`src/rtl/fifo_flex.sv`:
```
// fifo_flex: circular-buffer FIFO with programmable almost-full/empty thresholds,
// sticky overflow/underflow flags and a registered or first-word-fall-through read port.
module fifo_flex #(
    parameter int DATA_W = 12,
    parameter int ADDR_W = 3,
    parameter int FWFT   = 0
) (
    input  logic              clk,
    input  logic              reset,
    input  logic [DATA_W-1:0] data_in,
    input  logic              push,
    input  logic              pop,
    input  logic [ADDR_W:0]   thr_af,
    input  logic [ADDR_W:0]   thr_ae,
    input  logic              err_clr,
    output logic [DATA_W-1:0] data_out,
    output logic              full,
    output logic              empty,
    output logic              almost_full,
    output logic              almost_empty,
    output logic [ADDR_W:0]   count,
    output logic              overflow,
    output logic              underflow
);
    localparam int DEPTH = 1 << ADDR_W;
    localparam logic [ADDR_W:0] DEPTH_C = DEPTH[ADDR_W:0];

    logic [DATA_W-1:0] mem_q [DEPTH];
    logic [ADDR_W-1:0] wr_q, wr_d, rd_q, rd_d;
    logic [ADDR_W:0]   cnt_q, cnt_d;
    logic [DATA_W-1:0] dout_q, dout_d;
    logic              ovf_q, ovf_d, unf_q, unf_d;
    logic              pop_acc, push_acc;

    assign full         = (cnt_q == DEPTH_C);
    assign empty        = (cnt_q == '0);
    assign almost_full  = (cnt_q >= thr_af);
    assign almost_empty = (cnt_q <= thr_ae);
    assign count        = cnt_q;
    assign overflow     = ovf_q;
    assign underflow    = unf_q;

    // A pop frees a slot in the same cycle, so a full FIFO still accepts push+pop.
    always_comb begin
        pop_acc  = pop && !empty;
        push_acc = push && (!full || pop_acc);
        wr_d     = push_acc ? wr_q + 1'b1 : wr_q;
        rd_d     = pop_acc ? rd_q + 1'b1 : rd_q;
        cnt_d    = (push_acc && !pop_acc) ? cnt_q + 1'b1 :
                   (pop_acc && !push_acc) ? cnt_q - 1'b1 : cnt_q;
        dout_d   = pop_acc ? mem_q[rd_q] : dout_q;
        ovf_d    = (push && !push_acc) || (ovf_q && !err_clr);
        unf_d    = (pop && empty) || (unf_q && !err_clr);
    end

    always_ff @(posedge clk or posedge reset) begin
        if (reset) begin
            wr_q   <= '0;
            rd_q   <= '0;
            cnt_q  <= '0;
            dout_q <= '0;
            ovf_q  <= 1'b0;
            unf_q  <= 1'b0;
        end else begin
            wr_q   <= wr_d;
            rd_q   <= rd_d;
            cnt_q  <= cnt_d;
            dout_q <= dout_d;
            ovf_q  <= ovf_d;
            unf_q  <= unf_d;
        end
    end

    always_ff @(posedge clk) begin
        if (push_acc) mem_q[wr_q] <= data_in;
    end

    generate
        if (FWFT != 0) begin : g_fwft
            assign data_out = empty ? '0 : mem_q[rd_q];
        end else begin : g_reg
            assign data_out = dout_q;
        end
    endgenerate
endmodule

```
`config.mk`:
```
export PLATFORM = sky130hd
export DESIGN_NAME = fifo_flex
export DESIGN_NICKNAME = d
export VERILOG_FILES = /design/src/rtl/fifo_flex.sv
export SDC_FILE = /design/constraint.sdc
export NUM_CORES = 1
export LEC_CHECK = 0
export CORE_MARGIN = 1.5
export CORE_UTILIZATION = 30
export DETAILED_ROUTE_END_ITERATION = 8
export GPL_ROUTABILITY_DRIVEN = 0
export PLACE_DENSITY = 0.53
export SYNTH_ARGS = -nofsm -noshare
export SYNTH_HDL_FRONTEND = slang
export SYNTH_SLANG_ARGS = --single-unit
```
`constraint.sdc`:
```
create_clock -name clk -period 6.4 [get_ports clk]
set_input_delay 0.96 -clock clk [delete_from_list [all_inputs] [get_ports clk]]
set_output_delay 0.96 -clock clk [all_outputs]
set_load 0.05 [all_outputs]
```
==> metrics.txt, run 1 <==
status finished, final reports clean; met1 usage approximately 17%; final core occ between 30% and 40%; first-pass GRT wire length roughly 17000 um; Worst Setup Path Type input pin to output pin; HPWL Detailed slightly above 6000 um; layout cells sized above 1 a little under a fifth; Fin Setup TNS 0 ps; Synth Cell Area approximately 5000 um^2; met2 Usage GRT 20.3%; number of synthesized flops with an enable pin 96; CP Cell Sequence clkdlybuf4s50_1, inv_1, ha_1, nor2b_1, o21a_1, o21a_1, o21ai_0, clkdlybuf4s50_1; leak pwr approximately 0.0023 uW; cell area after layout between 6000 and 7000 um^2; row count between 40 and 50; port buffer count 46; Post-synth ARST share roughly 20%; R2R Path Start count[1]; CP bufs+invs 3; met3 Use GR about 3.5%; Die H 132 um; CTS tree built; fin. max-slew vios 0; reg2reg setup slack 3340 ps; Peak VDD IR approximately 0.21 mV; worst reg2reg path endpoint count[3]; Max Cap Violations 0; Critical Path End Type output pin; root buffer cell clkbuf_16; Hold EP data_out[8]; period utilization between 60% and 70%; Max stage delay on crit path 820 ps; Hold Crit Class flip-flop to flip-flop; Avg Inst Size Synth around 16 um^2; Slowest-stage cell, CP clkdlybuf4s50_1; Syn-to-layout area delta 26.4%; RSZ-0062 raised after global routing false; overall routing resource usage between 10% and 20%; Pre-Repair DR Iteration Count 4; largest net degree at the start of global routing just over 50; Setup violations, final 0; core area around 16000 um^2; Sink Count 120; yosys warns 0; DRC 0; Netlist cell types 36; initial antenna violation count 0; Critical Path Source Type input pin; drt via density between 4 and 5; post-CTS setup buffers 0; worst-path fanout max 2; fmax between 200 and 250 MHz; ANT nets after route 0; main flop type after synthesis edfxtp_1; PD cells between 500 and 600 nW/um^2; slew margin rel. 29.5%; Clk pin slew, worst setup/hold paths around 50 ps; Hold-fix buffers, CTS 0; total gr overflow 0; Gate Count Post-Synth roughly 320; die span in x 132 um; number of global-route vias before repair 2960; fin nets between 400 and 500; H-Tree Level Count 4; Hold Path Stages 2; Clock Tree Buf Depth 2; clk_skew roughly 11 ps; WHS 481 ps; cts bufs inserted 17; Synthesized Nets approximately 350; Routed Wire Length ~11000 um; IO Pins 47; global-route layer with the greatest usage met2; Worst-Skew Late Latency approximately 410 ps; minimum clock period ~4100 ps; Critical Path RT between 5000 and 6000 ps; hold path startpoint data_out[8]; flop and latch count out of synthesis between 100 and 150; Final Hold Viols 0; Placed Instance Area about 5800 um^2; Arr. time, crit path between 3000 and 4000 ps; wire per inst 17.2 um; vias between 2000 and 3000; sequential share of the synthesized area a little over two thirds; starting density of the core 30.4%; diode count 0; Reg2Reg Depth 9; area of the die between 15000 and 20000 um^2; Worst Max-Slew Pin Slew roughly 1100 ps; CP delay by family, top buffers and inverters; initial DRC count 166; Post-CTS Resized 0
## where the power goes
part	leakage (uW)	internal [uW]	switching, uW
clock	0.000279	604	314
sequential	0.00116	1010	103
combinational	0.000900	460	684
## state kept, by name, indices dropped and copies added, names as in the netlist
register	count
mem_q	96
wr_q	3
overflow	1
underflow	1
rd_q	3
count	4
data_out	12
## synth_stat cells, types with 2 or more instances
cell type,number,area (um^2)
buf_6,5,56.3
o21ai_0,10,50.1
nor4_1,2,12.5
ha_1,13,163
mux2i_1,25,250
edfxtp_1,96,2880
inv_1,12,45.0
nor2_1,6,22.5
o22ai_1,12,75.1
clkbuf_1,5,18.8
o21ai_1,4,20.0
dfrtp_1,24,601
nand2_1,21,78.8
buf_4,3,22.5
nand2b_1,5,31.3
mux2_2,26,293
xnor2_1,5,43.8
a221o_1,12,120
a21o_1,3,22.5
nor2b_1,3,18.8
o21a_1,2,15.0
a22o_1,2,17.5
nor3_1,6,30.0
## placed cells by master, fill, tap and decap left out, types with 12 or more instances in the layout
| cell type | netlist | layout |
|---|---|---|
| a221o_1 | 12 | 12 |
| buf_4 | 3 | 12 |
| clkbuf_16 | 0 | 17 |
| clkdlybuf4s50_1 | 0 | 46 |
| dfrtp_1 | 24 | 23 |
| edfxtp_1 | 96 | 96 |
| ha_1 | 13 | 13 |
| inv_1 | 12 | 12 |
| mux2_2 | 26 | 26 |
| mux2i_1 | 25 | 25 |
| nand2_1 | 21 | 21 |
| o22ai_1 | 12 | 12 |
## worst max path at each step
stage          startpoint            to  slack (ps)  depth (start not counted)
2_1_floorplan    count[0]      count[3]        2160                         10
3_3_place_gp    thr_ae[1]  almost_empty        2310                          8
3_5_place_dp    thr_ae[1]  almost_empty        2270                          8
4_1_cts         thr_ae[1]  almost_empty        2260                          8
5_1_grt         thr_ae[1]  almost_empty        2180                          8
6_report        thr_ae[1]  almost_empty        2270                          8
## worst min-delay path, stage by stage (launching register included)
cell and delay (ps):
dfrtp_1 330, nand2_1 50, o21ai_0 60
## through the flow
stage               total power, uW  std cells  setup slack (ps)
finish                         3180        611              2270
CTS                            3220        611              2260
global placement               2270        579              2310
detailed placement             2290        579              2270
global route                   3350        611              2180
floorplan                      1930        315              2160
## cell type report
class	count	area [um^2]
clock buffers	21	440
clock inverters	11	130
fillers	1557	10100
inverters	13	48.8
multi-input cells	168	1400
flip-flops and latches	120	3480
well taps	220	275
repair buffers	58	551
## routing by layer
| layer | vias up | wire length (um) |
|---|---|---|
| li1 | 1331 | - |
| met1 | 1380 | 5040 |
| met2 | 71 | 4940 |
| met3 | 8 | 474 |
| met4 | 0 | 69 |
| met5 | - | 0 |
## cells by family after synthesis
logic type | Yosys count | synth area share [%]
xor gates and xnor gates | 6 | 1.05
buffers and inverters | 27 | 3.02
muxes | 51 | 10.8
and+or+nand+nor | 47 | 4.52
AOI/OAI and AO/OA | 50 | 7.32
adders and majority gates | 14 | 3.65
DFF | 120 | 69.6
Note: power is estimated with default switching activity, not from simulation.
==> inputs of run 2 (changes only) <==
--- a/config.mk
+++ b/config.mk
@@ -9,7 +9,7 @@
 export CORE_UTILIZATION = 30
 export DETAILED_ROUTE_END_ITERATION = 8
 export GPL_ROUTABILITY_DRIVEN = 0
-export PLACE_DENSITY = 0.53
+export PLACE_DENSITY = 0.55
 export SYNTH_ARGS = -nofsm -noshare
 export SYNTH_HDL_FRONTEND = slang
 export SYNTH_SLANG_ARGS = --single-unit
==> constraint.sdc (replaced) <==
create_clock -name clk -period 3.7 [get_ports clk]
set_input_delay 0.555 -clock clk [delete_from_list [all_inputs] [get_ports clk]]
set_output_delay 0.555 -clock clk [all_outputs]
set_load 0.05 [all_outputs]
==> run 2 against run 1 <==
Sequential power up 73%; utilization rose by 0.46 points; via count is 1.1% higher; design area grew 1.2%; register-to-register slack got worse by 2700 ps; cell count increased by 0.82%; combinational power rose by 75%; non-clock buffer count rose by 5; clock skew fell by 6.3 ps; sequential cell count stayed put; sequential share of layout area decreased by 0.65 points; highest routed layer unchanged.
==> metrics.txt, run 2 (synthesis gave the netlist of run 1 again) <==
drt via density between 4 and 5; Critical Path End Type output pin; most common cell after layout, fill and taps aside edfxtp_1; Sink Count 120; Setup violations, final 0; largest net degree at the start of global routing 29; Hold-fix buffers, CTS 0; Worst Max-Slew Pin Slew between 900 and 1000 ps; leak pwr ~0.0024 uW; initial DRC count about 130; layout cells sized above 1 about a fifth; cts bufs inserted 17; Fin Setup TNS 0 ps; Peak VDD IR between 0.3 and 0.4 mV; starting density of the core 30.4%; Final Hold Viols 0; fmax ~300 MHz; worst-path fanout max 2; placed cells approximately 580; area of the die roughly 17000 um^2; number of fill cells around 1600; fin. max-slew vios 0; core area 16500 um^2; clk_skew ~4.7 ps; minimum clock period 3320 ps; overall routing resource usage 12.5%; die span in x roughly 130 um; vias 2822; root buffer cell clkbuf_16; status finished, final reports clean; multi-input logic area 1400 um^2; total gr overflow 0; Top reg by flops mem_q; Die H about 130 um; Post-CTS Resized 0; row count 47; Worst-Skew Late Latency around 400 ps; Max Cap Violations 0; DRC 0; register area approximately 3500 um^2; ANT nets after route 0; HPWL Detailed a little under 7000 um; Largest register FFs between 90 and 100; port buffer count 46; Critical Path RT ~3100 ps; Worst Setup Path Type input pin to output pin; Clock Tree Buf Depth 2; initial antenna violation count 0; WHS 480 ps; first-pass GRT wire length roughly 16000 um; Critical Path Source Type input pin; Final WS setup roughly 380 ps; Arr. time, crit path 2770 ps; CTS tree built; slew margin rel. 35.1%; PD cells about 870 nW/um^2; worst slack at placement ~370 ps; period utilization about nine tenths; wire per inst about 17 um; post-CTS setup buffers 0; Clk pin slew, worst setup/hold paths around 50 ps; RSZ-0062 raised after global routing false; Hold Crit Class flip-flop to flip-flop; Pre-Repair DR Iteration Count 4; diode count 0; H-Tree Level Count 4; Syn-to-layout area delta 27.9%; commonest non-fill, non-tap cells in the layout edfxtp_1 (96), clkdlybuf4s50_1 (46), mux2_2 (26); number of global-route vias before repair 2986; Final Non-Filler Cells approximately 620; fin nets about 420; IO Pins between 40 and 50; Routed Wire Length ~10000 um
==> run 2: changes by cell type in the layout (fill, tap and decap cells not counted) <==
cell	delta
clkinv_4	+4
clkinv_1	+1
inv_6	+2
nor4_2	+1
buf_4	+5
nor4_1	-1
clkbuf_1	-4
clkinvlp_4	+2
clkinv_2	-5
==> run 2: critical path: stages <==
cell             delay (ps)
clkdlybuf4s50_1         460
inv_1                    40
ha_1                    290
nor2b_1                 130
o21a_1                  170
o21a_1                  160
o21ai_0                 140
clkdlybuf4s50_1         820
==> run 2: per-stage QoR <==
step | power (uW) | utilization (%) | instance area [um^2]
2_1_floorplan | 3350 | - | 5010
3_3_place_gp | 3950 | 35.2 | 5800
3_5_place_dp | 4000 | 35.2 | 5800
4_1_cts | 5650 | 38.9 | 6400
5_1_grt | 5880 | 38.9 | 6400
6_report | 5580 | 38.9 | 6400
==> run 2: worst paths after layout <==
path,startpoint,to,slack [ps],cells after the start
worst max-delay path,thr_ae[1],almost_empty,380,8
worst min-delay path,data_out[7],data_out[7],480,2
worst max register to register,count[1],count[3],670,9
worst min register to register,data_out[7],data_out[7],480,2
max in group asynchronous,reset,rd_q[0],2360,2
min in group asynchronous,reset,overflow,690,2
==> run 2: area by class of cell <==
cell class,count,share of cell area [%]
flip-flops and latches,120,54.4
multi-input cells,168,21.9
repair buffers,63,9.19
clock buffers,17,6.64
well taps,220,4.30
clock inverters,15,2.76
inverters,13,0.762
==> run 2: routing by layer <==
layer / track usage (%) / part of all wire (%)
met2: 21.1 / 49
met3: 4.34 / 4.9
met1: 15.1 / 45
met5: 0 / 0
met4: 3.60 / 1.3
==> run 2: report_power, final <==
group / total [uW] / internal, uW / leakage, uW / switching, uW
clock network: 1640 / 1060 / 0.000283 / 586
registers: 1940 / 1750 / 0.00116 / 194
logic: 1990 / 813 / 0.000927 / 1180
==> RTL edit 1: new RTL, flow settings as in run 1 <==
Reset style: synchronous (`reset`), changed in one clocked block.
--- a/src/rtl/fifo_flex.sv
+++ b/src/rtl/fifo_flex.sv
@@ -55,3 +55,3 @@
 
-    always_ff @(posedge clk or posedge reset) begin
+    always_ff @(posedge clk) begin
         if (reset) begin
Behaviour: differs if reset is asserted again (counterexample within 4 cycles, from zero or initial values and one cycle with reset high); with reset held inactive, the same outputs for 10 cycles.
==> RTL edit 1 against run 1 <==
Clock skew fell by 0.0030 ns. Via count decreased by 7.0%. Clock power decreased by 6.3%. Final area shrank 2.6%. Sequential share of layout area shrank 0.48 points. Synthesized area shrank 2.7%. Combinational power fell by 31%. Maximum frequency hardly changed. Sequential cell count did not move. Worst setup slack lost 0.0028 ns. Total power is 18% lower. Synthesized cell count shrank 9.8%. Critical endpoint unchanged. Wire length shrank 6.4%. Highest routed layer unchanged. Die area decreased by 2.6%.
==> RTL edit 1: results (changes against run 1) <==
.. list-table::
   :header-rows: 1

   * - Metric
     - Value
   * - HPWL after DPL
     - 5760 um (was 6190 um)
   * - Top cells by count, synth
     - edfxtp_1, nor2_1, dfxtp_1, mux4_2, ha_1 (was edfxtp_1, mux2_2, mux2i_1, dfrtp_1, nand2_1)
   * - Post-detailed-placement cell area
     - 5630 um2 (was 5760 um2)
   * - Max incr delay on CP
     - about 0.83 ns
   * - Synth unique cells
     - 39 (was 36)
   * - Met3 track utilization from global routing
     - 3.83% (was 3.46%)
   * - First-iteration detailed-routing DRC count
     - 148 (was 166)
   * - Critical path peak fanout
     - 2 (unchanged)
   * - Nets in the synthesized netlist
     - 323 (was 354)
   * - CTS H-Tree Depth
     - 4 (unchanged)
   * - Met2 GRT Util
     - 20.5% (was 20.3%)
   * - Status
     - complete, no violations (unchanged)
   * - Layout Nets
     - 386 (was 417)
   * - Library cell contributing the largest single delay on the critical path
     - clkdlybuf4s50_1 (unchanged)
   * - Number of warnings issued by yosys
     - 0 (unchanged)
   * - Vias after detailed routing
     - 2594 (was 2790)
   * - Buffers on Ports
     - 46 (unchanged)
   * - Count of cells resized by post-cts repair
     - 0 (unchanged)
   * - Post-synth ARST share
     - 0% (was 20.0%)
   * - Worst skew pair latency
     - 0.41 ns (about the same)
   * - WP data arrival
     - 3.17 ns (about the same)
   * - Die extent in x
     - 130 um (was 132 um)
   * - TritonRoute pass-1 iters
     - 5 (was 4)
   * - Largest net degree at the start of global routing
     - 27 (was 51)
   * - Routed metal-1 wire length
     - 4620 um (was 5040 um)
   * - Num CTS Buffers
     - 17 (unchanged)
   * - Final antenna diode count
     - 0 (unchanged)
   * - Global router's overall resource usage
     - 12.9% (about the same)
   * - Fraction of layout instances using a drive strength above 1
     - 24.4% (was 19.2%)
   * - Number of enable flip-flop cells after synthesis
     - 96 (unchanged)
   * - Transition time of the tightest slew-check pin
     - 0.549 ns (was 1.06 ns)
   * - Number of flip-flops in the largest register
     - 96 (unchanged)
   * - Vias in the first global route
     - 2736 (was 2960)
   * - Cell leakage power
     - 2.09 nW (was 2.34 nW)
   * - Peak VDD IR
     - 0.000224 V (was 0.000210 V)
   * - Total met2 wirelength after detailed routing
     - 4740 um (was 4940 um)
   * - Post-DR wirelength/cell
     - 17.1 um (was 17.2 um)
   * - Met1 usage
     - 16.5% (was 17.1%)
   * - Clock edge transition at the registers on the reported setup and hold paths
     - 0.05 ns (about the same)
   * - Filler cell count in the final layout
     - 1525 (was 1557)
   * - Maximum clock skew at final layout
     - 0.00795 ns (was 0.0109 ns)
   * - Top post-synthesis cells by area
     - edfxtp_1, mux4_2, dfxtp_1 (was edfxtp_1, dfrtp_1, mux2_2)
   * - Wire length on met3
     - 313 um (was 474 um)
   * - Proportion of synthesized chip area in sequential cells
     - 69.0% (was 69.6%)
   * - Global-route wire length before repair
     - 15400 um (was 16800 um)
[RTL edit 1: where the power goes]
group	switching [mW]	internal (mW)
clock network	0.322	0.539
registers	0.0487	0.919
logic	0.458	0.326
total	0.829	1.78
[RTL edit 1: path summary, 6_finish.rpt]
path,start,to,slack (ns),cells past startpoint
max,thr_ae[1],almost_empty,2.27,8
min,data_out[6],data_out[6],0.49,2
max reg2reg,count[3],count[3],3.42,10
min reg2reg,data_out[6],data_out[6],0.49,2
[RTL edit 1: critical path, delay by kind of cell]
| family | cells | cell delay, ns |
|---|---|---|
| buf+inv | 3 | 1.33 |
| compound gates | 3 | 0.46 |
| fa+ha+maj | 1 | 0.30 |
| simple gates | 1 | 0.13 |
[RTL edit 1: cell type report]
class	instances	area, um2	share of cell area (%)
Clock buffer	23	458	7.43
Clock inverter	9	77.6	1.26
Timing Repair Buffer	58	551	8.94
Inverter	11	43.8	0.711
Multi-Input combinational cell	139	1400	22.7
Tap cell	216	270	4.39
Sequential cell	120	3360	54.6
[RTL edit 1: metrics by stage]
step | power, mW | hold WS, ns | setup slack, ns | instances
floorplan | 1.57 | 0.510 | 2.65 | 284
global placement | 1.76 | 0.478 | 2.30 | 544
detailed placement | 1.78 | 0.487 | 2.25 | 544
CTS | 2.64 | 0.499 | 2.25 | 576
global route | 2.74 | 0.520 | 2.17 | 576
finish | 2.61 | 0.492 | 2.27 | 576
[RTL edit 1: kinds of logic after synthesis]
logic type               count (synthesis)  synth area share, %
XOR/XNOR                                 6                 1.23
AND/OR/NAND/NOR                         64                 7.42
adder cells (fa/ha/maj)                 14                 3.75
AO/OA/AOI/OAI                           28                 4.01
buffers and inverters                   25                 2.80
flip-flops                             120                 69.0
multiplexers                            27                 11.7
==> RTL edit 2: new RTL, config.mk and constraints of run 1 <==
Without the edit above. The parameter `DATA_W` goes from 12 to 14.
--- a/src/rtl/fifo_flex.sv
+++ b/src/rtl/fifo_flex.sv
@@ -3,3 +3,3 @@
 module fifo_flex #(
-    parameter int DATA_W = 12,
+    parameter int DATA_W = 14,
     parameter int ADDR_W = 3,
Interface: changed (resized data_in and data_out); port bits go from 47 to 51. No check against the original RTL was run, so the function may have changed too.
==> RTL edit 2 against run 1 <==
First-iteration DRC count grew 1.2%. Non-clock buffer count shrank 4. Register-to-register slack worse by 0.04 ns. Worst hold slack worse by 0.0060 ns. Wire length rose by 11%. Sequential share of layout area rose by 1.7 points. Final area grew 12%. Synthesized area rose by 13%. Sequential cell count rose by 18. Total power grew 11%. Maximum frequency decreased by 0.23%. Worst setup slack worse by 0.0093 ns.
==> RTL edit 2: results (changes against run 1) <==
.. list-table::
   :header-rows: 1

   * - Metric
     - Value
   * - Status
     - complete, no violations (unchanged)
   * - Post-synth ARST share
     - 18.8% (was 20.0%)
   * - Number of enable flip-flop cells after synthesis
     - 112 (was 96)
   * - HPWL after DPL
     - 6820 um (was 6190 um)
   * - Global-route wire length before repair
     - 18000 um (was 16800 um)
   * - First-iteration detailed-routing DRC count
     - 168 (was 166)
   * - Met3 track utilization from global routing
     - 3.86% (was 3.46%)
   * - Global router's overall resource usage
     - 12.6% (was 12.9%)
   * - Clock edge transition at the registers on the reported setup and hold paths
     - 0.05 ns (about the same)
   * - Maximum clock skew at final layout
     - 0.00669 ns (was 0.0109 ns)
   * - Post-place setup slack
     - 2.25 ns (was 2.27 ns)
   * - Post-detailed-placement cell area
     - 6460 um2 (was 5760 um2)
   * - Met2 GRT Util
     - 21.3% (was 20.3%)
   * - WP data arrival
     - 3.18 ns (was 3.17 ns)
   * - Largest net degree at the start of global routing
     - 59 (was 51)
   * - Layout Nets
     - 449 (was 417)
   * - Synth unique cells
     - 37 (was 36)
   * - Nets in the synthesized netlist
     - 390 (was 354)
   * - Proportion of synthesized chip area in sequential cells
     - 70.8% (was 69.6%)
   * - Transition time of the tightest slew-check pin
     - 1.06 ns (about the same)
   * - Top cells by count, synth
     - edfxtp_1, mux2_2, mux2i_1, dfrtp_1, nand2_1 (unchanged)
   * - Placed cells
     - 623 (was 579)
   * - Final routed wirelength across all metal layers
     - 11700 um (was 10500 um)
   * - Cell leakage power
     - 2.56 nW (was 2.34 nW)
   * - Buffers on Ports
     - 50 (was 46)
   * - Non-filler instance count after layout
     - 655 (was 611)
   * - Number of flip-flops in the largest register
     - 112 (was 96)
   * - Average footprint of a synthesized cell
     - 16.2 um2 (was 15.9 um2)
   * - Worst hold stages
     - 2 (unchanged)
   * - Top post-synthesis cells by area
     - edfxtp_1, dfrtp_1, mux2_2 (unchanged)
   * - DR vias/cell
     - 4.74 (was 4.57)
   * - Switching part of the total power
     - 34.9% (was 34.7%)
   * - Fraction of layout instances using a drive strength above 1
     - 18.8% (was 19.2%)
   * - Vias in the first global route
     - 3242 (was 2960)
   * - Critical path peak fanout
     - 2 (unchanged)
   * - Met1 usage
     - 15.3% (was 17.1%)
## RTL edit 2: cell types whose count changed after synthesis, sizes merged
cell           run 1  this run
nand2             22        24
dfrtp             24        26
a221o             12        14
clkbuf             6         4
mux2              26        30
o21ai             15        17
edfxtp            96       112
buf                8        10
o22ai             12        14
mux2i             25        29
## RTL edit 2: worst paths after layout
check                                 start  slack, ns      endpoint
worst min register to register  data_out[5]       0.48   data_out[5]
worst max register to register     count[0]       3.30      count[3]
worst max-delay path              thr_ae[1]       2.26  almost_empty
max in group asynchronous             reset       5.17       rd_q[0]
worst min-delay path            data_out[5]       0.48   data_out[5]
min in group asynchronous             reset       0.93   data_out[4]
## RTL edit 2: routing by layer
metal,share of wire [%],vias to the layer above
met2,49,63
met3,3.4,14
li1,-,1467
met4,1.5,0
met1,47,1560
met5,0,-
## RTL edit 2: area by class of cell
class	count	area [um2]
clock buffers	18	429
clock inverters	14	179
fillers	1738	11600
inverters	13	51.3
multi-input cells	184	1570
flip-flops and latches	138	4020
well taps	234	293
repair buffers	54	531
## RTL edit 2: power groups by stage
stage	registers, mW	clock network, mW	logic, mW
5_1_grt	1.31	1.05	1.36
4_1_cts	1.29	1.01	1.28
6_report	1.29	0.995	1.26
3_5_place_dp	1.30	0	1.28
2_1_floorplan	1.48	0	0.701
3_3_place_gp	1.29	0	1.26
## RTL edit 2: worst reg2reg max path: stages (launching register included)
cell and delay (ns):
dfrtp_1 0.48, or4b_4 0.61, o21ai_4 0.38, inv_4 0.08, ha_1 0.23, inv_1 0.15, ha_1 0.25, a21o_2 0.23
a2111oi_0 0.42, o31ai_1 0.14
## RTL edit 2: cells by family (layout without fill, tap and decap cells)
group,count (synthesis),count (layout),synth area share [%]
XOR/XNOR,6,6,0.928
adder cells (fa/ha/maj),14,14,3.22
AO/OA/AOI/OAI,56,56,7.22
flip-flops,138,138,70.8
AND/OR/NAND/NOR,49,49,4.13
multiplexers,59,59,11.1
buffers and inverters,27,99,2.56
